--- src/rtl/lotr_pkg.sv ---
// lotr_pkg: shared types and constants for the terminal UART receive path
package lotr_pkg;
  typedef enum logic [1:0] {TERM_W, TERM_R, TERM_JB, TERM_MB} t_term_op;
  localparam logic [7:0] TERM_OP_W = 8'h57;
  localparam logic [7:0] TERM_OP_R = 8'h52;
  localparam logic [7:0] TERM_OP_J = 8'h4A;
  localparam logic [7:0] TERM_OP_M = 8'h4D;
  typedef enum logic [2:0] {ST_OP, ST_ADDR, ST_SIZE, ST_DATA, ST_ISSUE} t_term_st;
  typedef enum logic [1:0] {RX_IDLE, RX_START, RX_BITS, RX_STOP} t_rx_st;
endpackage

--- src/rtl/lotr_uart_term_rx_if.sv ---
// lotr_uart_term_rx_if: single-word memory request channel toward the fabric
interface lotr_uart_term_rx_if;
  logic        req_valid;
  logic        req_ready;
  logic        req_wr;
  logic [31:0] req_addr;
  logic [31:0] req_data;
  modport master (output req_valid, req_wr, req_addr, req_data, input req_ready);
  modport slave  (input req_valid, req_wr, req_addr, req_data, output req_ready);
endinterface

--- src/rtl/lotr_uart_rx_byte.sv ---
// lotr_uart_rx_byte: 8N1 deserializer with input sync, mid-bit sampling and frame check
module lotr_uart_rx_byte
  import lotr_pkg::*;
#(
  parameter int CLKS_PER_BIT = 434
) (
  input  logic       QClk,
  input  logic       RstQnnnH,
  input  logic       uart_rx,
  output logic [7:0] rx_byte,
  output logic       byte_vld,
  output logic       frame_err
);
  localparam logic [15:0] LAST = 16'(CLKS_PER_BIT - 1);
  localparam logic [15:0] HALF = 16'(CLKS_PER_BIT / 2 - 1);
  t_rx_st      st_q, st_d;
  logic [1:0]  sync_q, sync_d;
  logic        armed_q, armed_d, vld_q, vld_d, ferr_q, ferr_d;
  logic [15:0] cnt_q, cnt_d;
  logic [2:0]  bit_q, bit_d;
  logic [7:0]  sh_q, sh_d;
  logic        rx, tick;
  assign rx        = sync_q[1];
  assign tick      = cnt_q == LAST;
  assign rx_byte   = sh_q;
  assign byte_vld  = vld_q;
  assign frame_err = ferr_q;
  always_comb begin
    st_d    = st_q;
    sync_d  = {sync_q[0], uart_rx};
    armed_d = armed_q;
    cnt_d   = cnt_q + 16'd1;
    bit_d   = bit_q;
    sh_d    = sh_q;
    vld_d   = 1'b0;
    ferr_d  = 1'b0;
    case (st_q)
      RX_IDLE: begin
        cnt_d   = '0;
        armed_d = armed_q | rx;
        // only a high-to-low transition after seeing idle counts as a start bit
        if (armed_q && !rx) begin
          st_d    = RX_START;
          armed_d = 1'b0;
        end
      end
      RX_START: if (cnt_q == HALF) begin
        cnt_d = '0;
        bit_d = '0;
        st_d  = rx ? RX_IDLE : RX_BITS;
      end
      RX_BITS: if (tick) begin
        cnt_d = '0;
        sh_d  = {rx, sh_q[7:1]};
        bit_d = bit_q + 3'd1;
        st_d  = bit_q == 3'd7 ? RX_STOP : RX_BITS;
      end
      default: if (tick) begin
        st_d   = RX_IDLE;
        vld_d  = rx;
        ferr_d = !rx;
      end
    endcase
  end
  always_ff @(posedge QClk or posedge RstQnnnH)
    if (RstQnnnH) begin
      st_q    <= RX_IDLE;
      sync_q  <= '0;
      armed_q <= 1'b0;
      cnt_q   <= '0;
      bit_q   <= '0;
      sh_q    <= '0;
      vld_q   <= 1'b0;
      ferr_q  <= 1'b0;
    end else begin
      st_q    <= st_d;
      sync_q  <= sync_d;
      armed_q <= armed_d;
      cnt_q   <= cnt_d;
      bit_q   <= bit_d;
      sh_q    <= sh_d;
      vld_q   <= vld_d;
      ferr_q  <= ferr_d;
    end
endmodule

--- src/rtl/lotr_uart_term_rx.sv ---
// lotr_uart_term_rx: UART terminal command parser producing single-word memory requests
module lotr_uart_term_rx
  import lotr_pkg::*;
#(
  parameter int CLK_FREQ_HZ = 50_000_000,
  parameter int BAUDRATE    = 115200
) (
  input  logic                   QClk,
  input  logic                   RstQnnnH,
  input  logic                   uart_rx,
  lotr_uart_term_rx_if.master    req,
  output logic                   frame_err,
  output logic                   cmd_err,
  output logic                   overrun_err
);
  logic [7:0]  rx_byte, hold_q, hold_d;
  logic        rx_vld, hold_vld_q, hold_vld_d, consume, known, valid;
  logic        cmd_err_q, cmd_err_d, ovr_q, ovr_d;
  t_term_st    st_q, st_d;
  t_term_op    op_q, op_d;
  logic [1:0]  cnt_q, cnt_d;
  logic [31:0] sh_q, sh_d, addr_q, addr_d, data_q, data_d, word;
  logic [29:0] words_q, words_d;
  lotr_uart_rx_byte #(.CLKS_PER_BIT(CLK_FREQ_HZ / BAUDRATE)) u_rx (
    .QClk(QClk), .RstQnnnH(RstQnnnH), .uart_rx(uart_rx),
    .rx_byte(rx_byte), .byte_vld(rx_vld), .frame_err(frame_err)
  );
  assign valid         = st_q == ST_ISSUE;
  assign req.req_valid = valid;
  assign req.req_wr    = valid && (op_q == TERM_W || op_q == TERM_JB);
  assign req.req_addr  = addr_q;
  assign req.req_data  = req.req_wr ? data_q : '0;
  assign cmd_err       = cmd_err_q;
  assign overrun_err   = ovr_q;
  assign consume       = hold_vld_q && st_q != ST_ISSUE;
  assign word          = {sh_q[23:0], hold_q};
  assign known         = hold_q inside {TERM_OP_W, TERM_OP_R, TERM_OP_J, TERM_OP_M};
  always_comb begin
    hold_d     = hold_q;
    hold_vld_d = hold_vld_q & ~consume;
    ovr_d      = 1'b0;
    cmd_err_d  = 1'b0;
    st_d       = st_q;
    op_d       = op_q;
    cnt_d      = cnt_q;
    sh_d       = sh_q;
    addr_d     = addr_q;
    data_d     = data_q;
    words_d    = words_q;
    // a slot freed this cycle can take the incoming byte
    if (rx_vld) begin
      ovr_d      = hold_vld_q && !consume;
      hold_d     = ovr_d ? hold_q : rx_byte;
      hold_vld_d = 1'b1;
    end
    if (consume) begin
      sh_d  = word;
      cnt_d = cnt_q + 2'd1;
    end
    case (st_q)
      ST_OP: if (consume) begin
        cnt_d     = '0;
        cmd_err_d = !known;
        st_d      = known ? ST_ADDR : ST_OP;
        op_d      = hold_q == TERM_OP_W ? TERM_W : hold_q == TERM_OP_R ? TERM_R :
                    hold_q == TERM_OP_J ? TERM_JB : TERM_MB;
      end
      ST_ADDR: if (consume && cnt_q == 2'd3) begin
        addr_d = word;
        st_d   = op_q == TERM_W ? ST_DATA : op_q == TERM_R ? ST_ISSUE : ST_SIZE;
      end
      ST_SIZE: if (consume && cnt_q == 2'd3) begin
        words_d = word[31:2];
        st_d    = word[31:2] == '0 ? ST_OP : op_q == TERM_JB ? ST_DATA : ST_ISSUE;
      end
      ST_DATA: if (consume && cnt_q == 2'd3) begin
        data_d = word;
        st_d   = ST_ISSUE;
      end
      default: if (req.req_ready) begin
        addr_d  = (op_q == TERM_W || op_q == TERM_R) ? addr_q : addr_q + 32'd4;
        words_d = words_q - 30'd1;
        st_d    = (op_q == TERM_W || op_q == TERM_R || words_q == 30'd1) ? ST_OP :
                  op_q == TERM_JB ? ST_DATA : ST_ISSUE;
      end
    endcase
  end
  always_ff @(posedge QClk or posedge RstQnnnH)
    if (RstQnnnH) begin
      hold_q     <= '0;
      hold_vld_q <= 1'b0;
      ovr_q      <= 1'b0;
      cmd_err_q  <= 1'b0;
      st_q       <= ST_OP;
      op_q       <= TERM_W;
      cnt_q      <= '0;
      sh_q       <= '0;
      addr_q     <= '0;
      data_q     <= '0;
      words_q    <= '0;
    end else begin
      hold_q     <= hold_d;
      hold_vld_q <= hold_vld_d;
      ovr_q      <= ovr_d;
      cmd_err_q  <= cmd_err_d;
      st_q       <= st_d;
      op_q       <= op_d;
      cnt_q      <= cnt_d;
      sh_q       <= sh_d;
      addr_q     <= addr_d;
      data_q     <= data_d;
      words_q    <= words_d;
    end
endmodule

--- src/flat_wrapper.sv ---
// flat-port wrapper written by rule: the top's interface ports become plain ports
module lotr_uart_term_rx_flat import lotr_pkg::*;
#(
  parameter int CLK_FREQ_HZ = 50_000_000,
  parameter int BAUDRATE    = 115200
)
  (QClk, RstQnnnH, uart_rx, frame_err, cmd_err, overrun_err, req_req_valid, req_req_wr, req_req_addr, req_req_data, req_req_ready);
  lotr_uart_term_rx_if req_i ();
  input  logic QClk;
  input  logic RstQnnnH;
  input  logic uart_rx;
  output logic frame_err;
  output logic cmd_err;
  output logic overrun_err;
  output wire logic [$bits(req_i.req_valid)-1:0] req_req_valid;
  output wire logic [$bits(req_i.req_wr)-1:0] req_req_wr;
  output wire logic [$bits(req_i.req_addr)-1:0] req_req_addr;
  output wire logic [$bits(req_i.req_data)-1:0] req_req_data;
  input wire logic [$bits(req_i.req_ready)-1:0] req_req_ready;
  assign req_req_valid = req_i.req_valid;
  assign req_req_wr = req_i.req_wr;
  assign req_req_addr = req_i.req_addr;
  assign req_req_data = req_i.req_data;
  assign req_i.req_ready = req_req_ready;
  lotr_uart_term_rx #(.CLK_FREQ_HZ(CLK_FREQ_HZ), .BAUDRATE(BAUDRATE)) u_core (.QClk(QClk), .RstQnnnH(RstQnnnH), .uart_rx(uart_rx), .req(req_i), .frame_err(frame_err), .cmd_err(cmd_err), .overrun_err(overrun_err));
endmodule
--- config.mk ---
export PLATFORM = sky130hd
export DESIGN_NAME = lotr_uart_term_rx_flat
export DESIGN_NICKNAME = d
export VERILOG_FILES = /design/src/rtl/lotr_pkg.sv /design/src/rtl/lotr_uart_term_rx_if.sv /design/src/rtl/lotr_uart_rx_byte.sv /design/src/rtl/lotr_uart_term_rx.sv /design/src/flat_wrapper.sv
export SDC_FILE = /design/constraint.sdc
export NUM_CORES = 1
export LEC_CHECK = 0
export BUFFER_PORTS_ARGS = -buffer_cell sky130_fd_sc_hd__buf_4
export CAP_MARGIN = 40
export CORE_ASPECT_RATIO = 1.1
export CORE_MARGIN = 2
export CORE_UTILIZATION = 45
export DETAILED_ROUTE_END_ITERATION = 16
export GPL_ROUTABILITY_DRIVEN = 0
export PLACE_DENSITY = 0.69
export SLEW_MARGIN = 0
export SYNTH_ARGS = -nofsm -noshare
export SYNTH_HDL_FRONTEND = slang
export SYNTH_SLANG_ARGS = --single-unit
--- constraint.sdc ---
create_clock -name QClk -period 7.9 [get_ports QClk]
set_input_delay 1.58 -clock QClk [delete_from_list [all_inputs] [get_ports QClk]]
set_output_delay 1.58 -clock QClk [all_outputs]
set_load 0.02 [all_outputs]
==> impl_metrics.yaml <==
synthesis:
  netlist_instances: 890
  ys_seq_elements: 170
  synth_simple_gate_area_frac: 0.1999
  yosys_warnings: 0
  muxShareOfSynthArea: 0.09593
  synth_cell_types: 69
  synth_top_family_by_area: "simple AND/OR/NAND/NOR gates"
  yosys.area_share.xor_xnor: 0.01599
  synth-compound-area-share: 0.1536
  async_flop_share: 1.000
  synth_nets: 904
  seq_area_frac_synth: 0.4854
  synth-edff-count: 0
  synthAdderAreaFrac: 0.01428
  netlist_area_sq_um: 8765
  avgSynthCellArea_sq_um: 9.848
  synth_ff_type: "dfrtp_1"
clock_network:
  cts_sinks: 170
  holdBufCountCts: 0
  cts.clk_slew.worst_paths_ns: 0.07
  cts_tree: "built"
  htree_levels: 4
  ctsRootBufferMaster: "clkbuf_16"
  cts_resized: 0
  numCtsBuffers: 17
  cts_setup_buffers: 0
  insertion_delay_ns: 0.44
  clk_path_buf_depth: 2
finish:
  final_cell_mix: "dfrtp_1, nor2_1, buf_4, mux2_2, a21oi_1"
  fin_nets: 954
  syn2layout_area_growth_pct: 15.56
  antennaDiodeCount: 0
  final_common_cell: "dfrtp_1"
  layout-drive-gt1-share: 0.2172
setup_path:
  critPathLaunchType: "flop"
  rr_endpoint: "u_core.u_rx.rx_byte[1]"
  r2r-start: "u_core.u_rx.cnt_q[2]"
  critPathKind: "reg2out"
  crit_required_ns: 6.32
  endpoint_kind: "output port"
  startpoint: "u_core.st_q[0]"
  cp-endpoint: "req_req_data[29]"
  arrival_ns: 2.28
  rrSetupSlack_ns: 5.00
  cp_max_fo: 20
  rr_worst_depth: 5
floorplan:
  chipWidth_um: 137.1
  dieHeight_um: 150.4
  rows: 53
  die_area_sq_um: 20610
  core-area_sq_um: 19100
  ios: 73
  initial_core_util: 0.4589
sta:
  period_minus_slack_ns: 3.863
  timing.final.crit_share: 0.4890
  skew_ns: 0.009040
  finalHoldViolations: 0
  maxSlewViolCount: 0
  setup_ws_ns: 4.037
  relSlewSlack: 0.4291
  setup_tns_ns: 0
  tightest_slew_ns: 0.8563
  fmax_mhz: 258.8
  setup_viol: 0
  rsz0062_at_grt: "false"
drt:
  routed_wl_mm: 22.11
  wl_per_cell_um: 18.43
  post-route-drc-count: 0
  final_antenna_net_count: 0
  vias_per_cell: 5.972
  drt-initial-drc-count: 484
  drtPass1Iterations: 5
  dr_total_vias: 7166
power:
  p_per_area_nw_per_um2: 189.8
  leakage_nw: 4.638
  ir_worst_vdd_v: 0.0001514
global_routing:
  grt_pass1_wl_mm: 35.65
  grt_max_degree: 90
  first_global_vias: 6746
  antenna_found_initial: 0
  grt-ovfl-total: 0
  grt_usage: 0.2220
placement:
  numPortBuffers: 72
  dpl.hpwl_mm: 15.05
  pre_cts_ws_ns: 4.527
hold_path:
  hp-class: "reg2reg"
  holdPathStages: 0
status:
  run_status: "finished, final reports clean"
run:
  drv_cap: 0
[critical path: stages (launching register included)]
cell     delay, ns
dfrtp_1       0.50
nor2_1        0.25
nand2_1       0.14
nor2_2        0.45
buf_8         0.22
and2_1        0.14
buf_4         0.14
[worst min path at each step]
| stage | slack [ns] | end | start |
|---|---|---|---|
| 4_1_cts | 0.36 | u_core.u_rx.sync_q[1] | u_core.u_rx.sync_q[0] |
| 2_1_floorplan | 0.33 | u_core.u_rx.sync_q[1] | u_core.u_rx.sync_q[0] |
| 6_report | 0.35 | u_core.u_rx.sync_q[1] | u_core.u_rx.sync_q[0] |
| 5_1_grt | 0.37 | u_core.u_rx.sync_q[1] | u_core.u_rx.sync_q[0] |
| 3_5_place_dp | 0.34 | u_core.u_rx.sync_q[1] | u_core.u_rx.sync_q[0] |
| 3_3_place_gp | 0.34 | u_core.u_rx.sync_q[1] | u_core.u_rx.sync_q[0] |
[synthesized netlist by cell type (9+ instances only)]
| cell type | number | area [sq um] |
|---|---|---|
| dfrtp_1 | 170 | 4254 |
| nor2_1 | 88 | 330.3 |
| a21oi_1 | 72 | 360.4 |
| mux2_2 | 72 | 810.8 |
| nand2_1 | 59 | 221.5 |
| clkbuf_1 | 41 | 153.9 |
| o21ai_0 | 39 | 195.2 |
| and2_1 | 38 | 237.7 |
| nand3_1 | 27 | 135.1 |
| nor3_1 | 23 | 115.1 |
| nor4_1 | 20 | 125.1 |
| o22ai_1 | 20 | 125.1 |
| inv_1 | 18 | 67.56 |
| and3_1 | 13 | 81.33 |
| nand4_1 | 13 | 81.33 |
| a31oi_1 | 10 | 62.56 |
| ha_1 | 10 | 125.1 |
| o22a_1 | 9 | 78.83 |
[metal layers]
layer,global-route usage,share of wire
met1,0.2897,0.43
met2,0.3629,0.49
met3,0.04175,0.058
met4,0.09072,0.028
met5,0.005051,0
[flip-flops by register name, indices dropped and copies added, names as in the netlist, named ones only]
name,flops
u_core.cmd_err,1
u_core.hold_vld_q,1
u_core.words_q,30
u_core.u_rx.armed_q,1
u_core.hold_q,8
u_core.u_rx.frame_err,1
u_core.cnt_q,1
u_core.req.req_addr,32
u_core.st_q,3
u_core.u_rx.st_q,2
u_core.u_rx.rx_byte,8
u_core.data_q,32
u_core.u_rx.byte_vld,1
u_core.overrun_err,1
u_core.u_rx.cnt_q,16
u_core.sh_q,24
u_core.op_q,2
u_core.u_rx.bit_q,3
u_core.u_rx.sync_q,2
[cells by family (layout without fill, tap and decap cells)]
group | count (synthesis) | in the layout
buffers and inverters | 72 | 135
XOR/XNOR | 16 | 16
flip-flops | 170 | 170
AND/OR/NAND/NOR | 335 | 335
AO/OA/AOI/OAI | 212 | 212
adder cells (fa/ha/maj) | 10 | 10
multiplexers | 75 | 75
[layout make-up]
cell class / instances / area [sq um]
repair buffers: 85 / 705.7
inverters: 18 / 72.57
clock buffers: 18 / 429.2
flip-flops and latches: 170 / 4254
fillers: 1694 / 8970
multi-input cells: 648 / 4224
well taps: 247 / 309.0
clock inverters: 14 / 133.9
[metrics by stage]
stage / utilization / hold slack (ns) / power, mW / instance area, sq um / cells
after global routing: 0.5303 / 0.3687 / 2.004 / 10130 / 1200
after global placement: 0.4957 / 0.3444 / 1.123 / 9468 / 1164
final: 0.5303 / 0.3541 / 1.923 / 10130 / 1200
after CTS: 0.5303 / 0.3581 / 1.937 / 10130 / 1200
after detailed placement: 0.5009 / 0.3427 / 1.133 / 9565 / 1168
after floorplan: - / 0.3312 / 1.087 / 8765 / 890
[power breakdown]
part	switching (mW)	internal [mW]	total (mW)
Combinational	0.102	0.0681	0.170
Sequential	0.0444	0.902	0.947
Clock	0.365	0.441	0.806
(Power assumes the default switching activity.)
